[src/rtl/collatz_inverse_walker.sv]
// Reverse-Collatz walker: from a seed, takes one predecessor step per clock,
// with a path bit choosing between the (n-1)/3 branch and the 2n branch.
module collatz_inverse_walker #(
    parameter int unsigned WIDTH     = 16,
    parameter int unsigned MAX_STEPS = 16,
    parameter int unsigned CW        = 5
) (
    input  logic                 clk,
    input  logic                 rst_n,
    input  logic                 start,
    input  logic [WIDTH-1:0]     seed,
    input  logic [CW-1:0]        num_steps,
    input  logic [MAX_STEPS-1:0] path,
    output logic                 busy,
    output logic                 done,
    output logic                 overflow,
    output logic                 err,
    output logic [WIDTH-1:0]     value,
    output logic [CW-1:0]        steps_done,
    output logic [CW-1:0]        odd_count
);

    typedef enum logic [1:0] {
        S_IDLE = 2'd0,
        S_RUN  = 2'd1,
        S_DONE = 2'd2
    } state_t;

    state_t               state_q, state_d;
    logic [WIDTH-1:0]     value_q, value_d;
    logic [CW-1:0]        steps_q, steps_d;
    logic [CW-1:0]        odd_q, odd_d;
    logic [CW-1:0]        nsteps_q, nsteps_d;
    logic [MAX_STEPS-1:0] path_q, path_d;
    logic                 ovf_q, ovf_d;
    logic                 err_q, err_d;

    // Step datapath: branch selection and exact divide-by-3 of n-1
    logic [WIDTH-1:0] n_dec;
    logic [WIDTH-1:0] n_div3;
    logic [WIDTH-1:0] n_mod6;
    logic             eligible;
    logic             path_bit;
    logic [CW-1:0]    steps_inc;

    assign n_dec     = value_q - WIDTH'(1);
    assign n_div3    = n_dec / WIDTH'(3);
    assign n_mod6    = value_q % WIDTH'(6);
    assign eligible  = (n_mod6 == WIDTH'(4)) && (value_q != WIDTH'(4));
    assign path_bit  = |(path_q & (MAX_STEPS'(1) << steps_q));
    assign steps_inc = steps_q + CW'(1);

    always_comb begin
        state_d  = state_q;
        value_d  = value_q;
        steps_d  = steps_q;
        odd_d    = odd_q;
        nsteps_d = nsteps_q;
        path_d   = path_q;
        ovf_d    = ovf_q;
        err_d    = err_q;

        case (state_q)
            S_IDLE, S_DONE: begin
                if (start) begin
                    ovf_d    = 1'b0;
                    err_d    = 1'b0;
                    steps_d  = '0;
                    odd_d    = '0;
                    value_d  = seed;
                    path_d   = path;
                    nsteps_d = num_steps;
                    if ((seed == '0) || (num_steps > CW'(MAX_STEPS))) begin
                        err_d   = 1'b1;
                        value_d = '0;
                        state_d = S_DONE;
                    end else if (num_steps == '0) begin
                        state_d = S_DONE;
                    end else begin
                        state_d = S_RUN;
                    end
                end
            end
            S_RUN: begin
                // Overflow aborts without counting the step
                if (path_bit && eligible) begin
                    value_d = n_div3;
                    odd_d   = odd_q + CW'(1);
                    steps_d = steps_inc;
                    if (steps_inc == nsteps_q) state_d = S_DONE;
                end else if (value_q[WIDTH-1]) begin
                    ovf_d   = 1'b1;
                    state_d = S_DONE;
                end else begin
                    value_d = value_q << 1;
                    steps_d = steps_inc;
                    if (steps_inc == nsteps_q) state_d = S_DONE;
                end
            end
            default: state_d = S_IDLE;
        endcase
    end

    always_ff @(posedge clk or negedge rst_n) begin
        if (!rst_n) begin
            state_q  <= S_IDLE;
            value_q  <= '0;
            steps_q  <= '0;
            odd_q    <= '0;
            nsteps_q <= '0;
            path_q   <= '0;
            ovf_q    <= 1'b0;
            err_q    <= 1'b0;
        end else begin
            state_q  <= state_d;
            value_q  <= value_d;
            steps_q  <= steps_d;
            odd_q    <= odd_d;
            nsteps_q <= nsteps_d;
            path_q   <= path_d;
            ovf_q    <= ovf_d;
            err_q    <= err_d;
        end
    end

    assign busy       = (state_q == S_RUN);
    assign done       = (state_q == S_DONE);
    assign overflow   = ovf_q;
    assign err        = err_q;
    assign value      = value_q;
    assign steps_done = steps_q;
    assign odd_count  = odd_q;

endmodule

[config.mk]
export PLATFORM = sky130hd
export DESIGN_NAME = collatz_inverse_walker
export DESIGN_NICKNAME = d
export VERILOG_FILES = /design/src/rtl/collatz_inverse_walker.sv
export SDC_FILE = /design/constraint.sdc
export NUM_CORES = 1
export LEC_CHECK = 0
export ABC_AREA = 1
export CAP_MARGIN = 20
export CORE_AREA = 2 2 108 110
export CTS_BUF_LIST = sky130_fd_sc_hd__clkbuf_8 sky130_fd_sc_hd__clkbuf_16
export CTS_CLUSTER_DIAMETER = 30
export DETAILED_ROUTE_END_ITERATION = 10
export DIE_AREA = 0 0 110 112
export GPL_TIMING_DRIVEN = 0
export SYNTH_ARGS = -nofsm -noshare
export SYNTH_HDL_FRONTEND = slang
export SYNTH_SLANG_ARGS = --single-unit
[constraint.sdc]
create_clock -name clk -period 6.05 [get_ports clk]
set_input_delay 0.605 -clock clk [delete_from_list [all_inputs] [get_ports clk]]
set_output_delay 0.605 -clock clk [all_outputs]
set_load 0.005 [all_outputs]
=== Yosys cells after proc, flatten, opt, wreduce, memory -nomap -nowiden ===
Cells that the tools add are included.

* Output and inout port bits: 30
* Word-level logic and storage cells: 64
* Bits of input ports: 40
* Register bits: 51

* Divide/modulo/power cells: 2
* Bitwise logic cells: 1
* Muxes and demuxes: 23
* Shifts and indexed selects: 1
* Equality and inequality tests: 10
* $add $sub $neg: 3
* Order comparisons: 1
* Reductions and logical operators: 14

{| class="wikitable"
|+ Operator list
! kind !! count
|-
| 16-bit 2-to-1 mux || 4
|-
| 16-bit case mux with 2 select lines || 1
|-
| 5-bit 2-to-1 mux || 4
|-
| 5-bit case mux with 2 select lines || 2
|-
| 16-bit AND || 1
|-
| 16-bit by 2-bit divider with 16-bit output (second input constant) || 1
|-
| 16-bit by 3-bit equality test with 1-bit output (second input constant) || 1
|-
| 16-bit zero test || 1
|-
| 16-bit by 3-bit modulo with 16-bit output (second input constant) || 1
|-
| 16-bit by 3-bit inequality test with 1-bit output (second input constant) || 1
|-
| 16-bit OR reduction || 1
|-
| 1-bit by 5-bit << shifter with 16-bit output (first input constant) || 1
|-
| 16-bit by 1-bit subtractor with 16-bit output (second input constant) || 1
|-
| 2-bit 2-to-1 mux || 6
|-
| 5-bit by 1-bit adder with 5-bit output (second input constant) || 2
|-
| 3-bit AND reduction || 2
|-
| 5-bit equality test || 1
|-
| 5-bit > comparator (second input constant) || 1
|-
| 5-bit zero test || 1
|-
| 1-bit 2-to-1 mux || 4
|-
| 2-bit by 1-bit inequality test with 1-bit output (second input constant) || 2
|-
| 2-bit inequality test (second input constant) || 2
|-
| 2-bit case mux with 2 select lines || 1
|-
| 2-bit AND reduction || 2
|-
| other kinds (10) || 11
|}

=== Logic depth before layout (Yosys ltp) ===
Gate-level depths: netlist (run 1).

* Depth after elaboration: 6
* Gate-level depth with buffers: 56
* Depth with buffers taken out: 54

=== Least setup slack after synthesis (run 1) ===
No wires, ideal clock.

* Path type: register -> register
* From: reg value_q[0], in the netlist value[0]
* To: reg value_q[0], in the netlist value[0]
* Setup slack: 1.242 ns
* Path buffers: 0
* Required time: 5.934 ns
* Setup time: 0.116 ns
* Data arrival time: 4.691 ns
* Cell stages (with the launch flop): 49
* Clock period less this slack: 4.808 ns
* Cells stage by stage: dfrtp_1 > inv_1 > ha_1 > nand2_1 > nor2_4 > nand3_1 > nand2_1 > nand2_1 > nand2_1 > nand3_1 > nand2_1 > o21ai_1 > nand2_2 > inv_2 > o21bai_1 > nand2_1 > a21oi_1 > nor2_1 > [13 not listed] > nand3_1 > nand3_1 > nand2_1 > nand2_1 > nand3_1 > nand2_1 > nand2_1 > nand2_1 > inv_1 > ha_1 > a21oi_1 > nand2_1 > nand2_1 > nand4_1 > nand2_1 > nand2_1 > nand2_1 > nand2_1

* Longest elaborated chain between the ends: 6
* Elaborated cells between the ends (all ways): 11
* Classes of those cells: add/sub: 1; div: 2; eq/ne: 3; mux: 2; reduce/logical: 3

{| class="wikitable"
|+ RTL lines
! what !! RTL line !! source
|-
| from (decl) || 30 || <nowiki>logic [WIDTH-1:0] value_q, value_d;</nowiki>
|-
| from (signal assigned) || 116 || <nowiki>value_q <= value_d;</nowiki>
|-
| parallel branches: the longest is 6 deep, another holds 16-bit by 1-bit subtractor with 16-bit output || - ||
|}

Parallel ways; which one is timed is not known.
A chain may end at the register's enable or synchronous reset.

=== Worst setup path after layout (run 1) ===
* From: reg value_q[14], in the netlist value[14]
* To: reg value_q[11], in the netlist value[11]

Same word-level chain as after synthesis.

==> results.toml, run 1 <==
[floorplanning]
row_count = 39
die_height_microns = 112
coreArea_sq_um = 11170
ios = 70
start_util = 0.3925
dieArea_sq_um = 12320
die_w_microns = 110

[worst_setup_path]
cpMaxStageDelayCell = "dfrtp_1"
reg2reg_slack_ps = 620
crit_path_max_incr_delay_ps = 390
r2r_start = "value[14]"
end_kind = "flip-flop"
cp_common_cell = "nand2_1"
required_ps = 6300
crit_type = "flip-flop to flip-flop"
path_max_fanout = 10
r2r-end = "value[11]"
worstPathArrival_ps = 5680
start_kind = "flip-flop"
reg2reg_depth = 49
crit_family = "simple AND/OR/NAND/NOR gates"
crit_buf_inv = 9

[min_path]
hold_class = "input port to async pin"

[logic_synthesis]
synthFlopType = "dfrtp_1"
synth_warnings = 0
yosys.area.top_type = "dfrtp_1"
avgSynthCellArea_sq_um = 6.168
ys_ff_latch = 51
synth_nets = 764
synth-edff-count = 0
yosysTopAreaCellShare = 0.2910
synth_cell_types = 40
synthSimpleGateAreaFrac = 0.4708
synth_xor_area_frac = 0.02967
ys_top_cells_by_area = "dfrtp_1, nand2_1, nand3_1"
seq_area_frac_synth = 0.2910
synth_compound_area_frac = 0.07675
synth-adder-area-share = 0.03709
synth_top_family_by_area = "simple AND/OR/NAND/NOR gates"
synth_most_common_cell = "nand2_1"
muxShareOfSynthArea = 0
async_reset_ff_frac = 1.000
synth_area_sq_um = 4385
synth_commonest_cells = "nand2_1, nand3_1, inv_1, dfrtp_1, nor2_1"
syn_inst = 711

[cells_and_area]
nNetsFinal = 853
drive_gt1_frac = 0.1461
instances_no_fill = 944
antennaDiodeCount = 0
area_growth_pct = 29.67
post-route-util = 0.5089

[timing]
period_share = 0.8979
finClkSkew_ps = 11.86
slew_violations = 0
hold_violations = 0
slew_headroom = 0.2619
finalCriticalPeriod_ps = 5433
fmax_mhz = 184.1
tightest_slew_ps = 1079
setup_viol = 0

[cts]
cts_buffers = 5
cts_sinks = 51
cts_buffer_depth = 2
clkSlewWorstSetupHoldPaths_ps = 80
htreeDepth = 2
tritoncts = "built"
worst_skew_pair.late_latency_ps = 300
cts-root-buf = "clkbuf_16"

[detailed_routing]
wl_per_cell_microns = 13.51
drtPass1Iterations = 5
vias_per_cell = 5.059
via_count = 4776
postRouteWirelength_microns = 12750
drt_iter0_markers = 290
drtAntennaViolNets = 0
detail_route.drc_violations = 0

[place]
port_buffers = 69
placed_cells = 924
gp_congestion = 0.8912
hpwl_microns = 9730

[global_routing]
track_usage = 0.2140
antenna_found_initial = 0
grt_max_degree = 33
grt_pass1_vias = 4505
grt_pass1_wl_microns = 21060
grt.overflow.total = 0

[status]
outcome = "complete, no violations"

[run]
max_cap_violations = 0
[cell usage in the layout, fill, tap and decap left out, types with 2 or more instances in the layout]
cell type	count
xnor2_1	5
o21ai_1	20
buf_4	16
o211ai_1	2
a21oi_2	2
nand2_2	21
inv_2	6
inv_1	67
nor2_1	30
a21oi_1	9
nand2_1	287
ha_1	12
nor2_4	10
nor2_2	8
nand3_2	14
o21ai_2	7
buf_2	9
nor4_1	5
o21bai_2	2
o21ai_0	6
o21bai_1	3
nand3_1	88
dfrtp_1	48
nor3_1	2
xor2_1	8
dfrtp_2	3
inv_4	2
clkdlybuf4s50_1	68
clkbuf_1	8
clkbuf_16	5
buf_12	2
nand4_1	7
[layout make-up]
type                    instances  area [sq um]
plain buffers                  24         131.4
clock buffers                   5         125.1
clock inverters                 3         23.77
fillers                      1140          5488
inverters                      76         290.3
multi-input cells             560          2849
flip-flops and latches         51          1280
well taps                     143         178.9
repair buffers                 82         808.3
[timing repair]
action,in CTS,in global routing
hold buffers,0,0
setup endpoints to repair,0,9
setup buffers,0,12
gates resized for setup,0,52
[worst reg2reg max path, delay by kind of cell (launching register included)]
kind | cells | cell delay, ps
compound gates | 9 | 1090
flops | 1 | 390
buf+inv | 9 | 770
simple gates | 29 | 2690
xor+xnor | 1 | 170
fa+ha+maj | 1 | 260
[metrics by stage]
step	hold WS [ps]	area, sq um	setup slack [ps]	TNS [ps]
3_5_place_dp	459.2	5270	415.6	0
4_1_cts	274.8	5419	395.8	0
5_1_grt	294.3	5687	-65.65	-77.90
2_1_floorplan	309.4	4385	1242	0
6_report	258.3	5687	617.5	0
3_3_place_gp	461.3	5255	508.0	0
[worst max path at each step]
stage                      to      start  cells past startpoint  slack (ps)
detailed placement   value[0]   value[0]                     48         420
global route         value[0]   value[4]                     50         -70
CTS                  value[0]   value[0]                     48         400
floorplan            value[0]   value[0]                     48        1240
finish              value[11]  value[14]                     49         620
global placement     value[0]   value[0]                     46         510
[state kept, by name (all words and copies together) (netlist names)]
signal and cells:
value 16, path_q 16, err 1, nsteps_q 5, steps_done 5, odd_count 5, state_q 2, overflow 1
[cell families (layout without fill, tap and decap cells)]
| logic type | count (synthesis) | after routing |
|---|---|---|
| compound gates | 57 | 57 |
| fa+ha+maj | 13 | 13 |
| simple gates | 476 | 476 |
| xor+xnor | 14 | 14 |
| flops | 51 | 51 |
| buf+inv | 100 | 190 |
[layer usage]
layer	up-vias	share of wire	global-route usage
met2	130	0.50	0.3722
li1	2428	-	-
met4	0	0.014	0.05148
met1	2198	0.43	0.2758
met3	20	0.058	0.03103
met5	-	0	0
Power of run 1 is not shown: default switching activity piles up to over one toggle a cycle in this logic, so the estimate is an artifact.
==> inputs of run 2 (changes only) <==
Settings changed: CELL_PAD_IN_SITES_DETAIL_PLACEMENT set to 0, CELL_PAD_IN_SITES_GLOBAL_PLACEMENT set to 1, CORE_AREA 2 2 108 110 to 2 2 111 113, DIE_AREA 0 0 110 112 to 0 0 113 115, PLACE_DENSITY_LB_ADDON set to 0.1.
==> results.toml, run 2 (synthesis results as in run 1) <==
[status]
outcome = "complete, no violations"

[place]
port_buffers = 69
hpwl_microns = 10210
placed_cells = 928
gp_congestion = 0.8825

[detailed_routing]
via_count = 4687
drtPass1Iterations = 5
wl_per_cell_microns = 13.56
drt_iter0_markers = 204
postRouteWirelength_microns = 12900
detail_route.drc_violations = 0
vias_per_cell = 4.928
drtAntennaViolNets = 0

[cells_and_area]
nNetsFinal = 856
final_common_cell = "nand2_1"
drive_gt1_frac = 0.1306
antennaDiodeCount = 0
instances_no_fill = 951
fillers = 1229
mostFrequentLayoutCells = "nand2_1, nand3_1, clkdlybuf4s50_1"
area_growth_pct = 29.13

[floorplanning]
row_count = 40
ios = 70
coreArea_sq_um = 11810
die_height_microns = 115
die_w_microns = 113
start_util = 0.3713
dieArea_sq_um = 13000

[timing]
fmax_mhz = 182.5
slew_violations = 0
hold_violations = 0
finalCriticalPeriod_ps = 5479
setup_viol = 0
period_share = 0.9057
slew_headroom = 0.07680
finClkSkew_ps = 9.126
tightest_slew_ps = 1350

[cts]
htreeDepth = 2
clkSlewWorstSetupHoldPaths_ps = 80
cts_buffer_depth = 2
worst_skew_pair.late_latency_ps = 300
cts_sinks = 51
tritoncts = "built"
cts-root-buf = "clkbuf_16"
cts_buffers = 5

[worst_setup_path]
crit_path_max_incr_delay_ps = 390
required_ps = 6280
reg2reg_depth = 49
crit_type = "flip-flop to flip-flop"
end_kind = "flip-flop"
reg2reg_slack_ps = 570
r2r_start = "value[14]"
path_max_fanout = 10
r2r-end = "value[2]"
worstPathArrival_ps = 5710
cp_common_cell = "nand2_1"
start_kind = "flip-flop"
cpMaxStageDelayCell = "dfrtp_1"

[global_routing]
grt_pass1_wl_microns = 21160
track_usage = 0.2020
use_met2 = 0.3649
top_usage_layer = "met2"
grt_max_degree = 33
use_met1 = 0.2597
grt_pass1_vias = 4372
grt.overflow.total = 0
met3_usage = 0.02425
antenna_found_initial = 0

[min_path]
hold_class = "input port to async pin"

[run]
max_cap_violations = 0
==> run 2: cell count changes in the layout (fill, tap and decap cells not counted), sizes merged <==
cell and change:
buf +3
==> run 2: final cells by class <==
cell class | instances | area (sq um) | area share
multi-input combinational | 560 | 2790 | 0.4927
inverter | 76 | 290.3 | 0.05126
clock inverter | 3 | 27.53 | 0.004861
sequential | 51 | 1280 | 0.2260
timing repair buffer | 85 | 818.3 | 0.1445
clock buffer | 5 | 125.1 | 0.02209
buffer | 24 | 147.6 | 0.02607
tap | 147 | 183.9 | 0.03248
==> run 2: metal layers <==
metal	up-vias	share of wire
met4	0	0.011
met1	2148	0.45
li1	2437	-
met5	-	0
met2	88	0.50
met3	14	0.033
==> run 2: timing repair <==
action,CTS,global route
hold buffers,0,0
endpoints found under the setup margin,0,25
buffers inserted,0,15
gates resized for setup,0,40
==> run 2: how the worst max path moves through the flow <==
stage / depth (start not counted) / startpoint / slack [ps] / endpoint
floorplan: 48 / value[0] / 1240 / value[0]
detailed placement: 46 / value[0] / 280 / value[0]
global placement: 48 / value[0] / 400 / value[0]
global route: 52 / value[14] / -60 / value[2]
CTS: 46 / value[0] / 260 / value[0]
finish: 49 / value[14] / 570 / value[2]
==> run 2: critical path: cells and delay by family, from the launching register on <==
kind | cells | cell delay, ps
DFF | 1 | 390
and+or+nand+nor | 29 | 2740
adders and majority gates | 1 | 260
xor gates and xnor gates | 1 | 180
AOI/OAI and AO/OA | 9 | 1060
buffers and inverters | 9 | 760
==> run 2: per-stage QoR <==
step,hold WS (ps),TNS (ps),utilization,cell area [sq um],setup WS [ps]
floorplan,309.4,0,-,4385,1242
global placement,461.4,0,0.4453,5260,398.6
detailed placement,461.5,0,0.4466,5275,281.8
CTS,288.5,0,0.4595,5428,259.8
global route,304.5,-649.8,0.4794,5663,-62.86
finish,278.5,0,0.4794,5663,570.7
Power of run 2 is left out for the same reason.
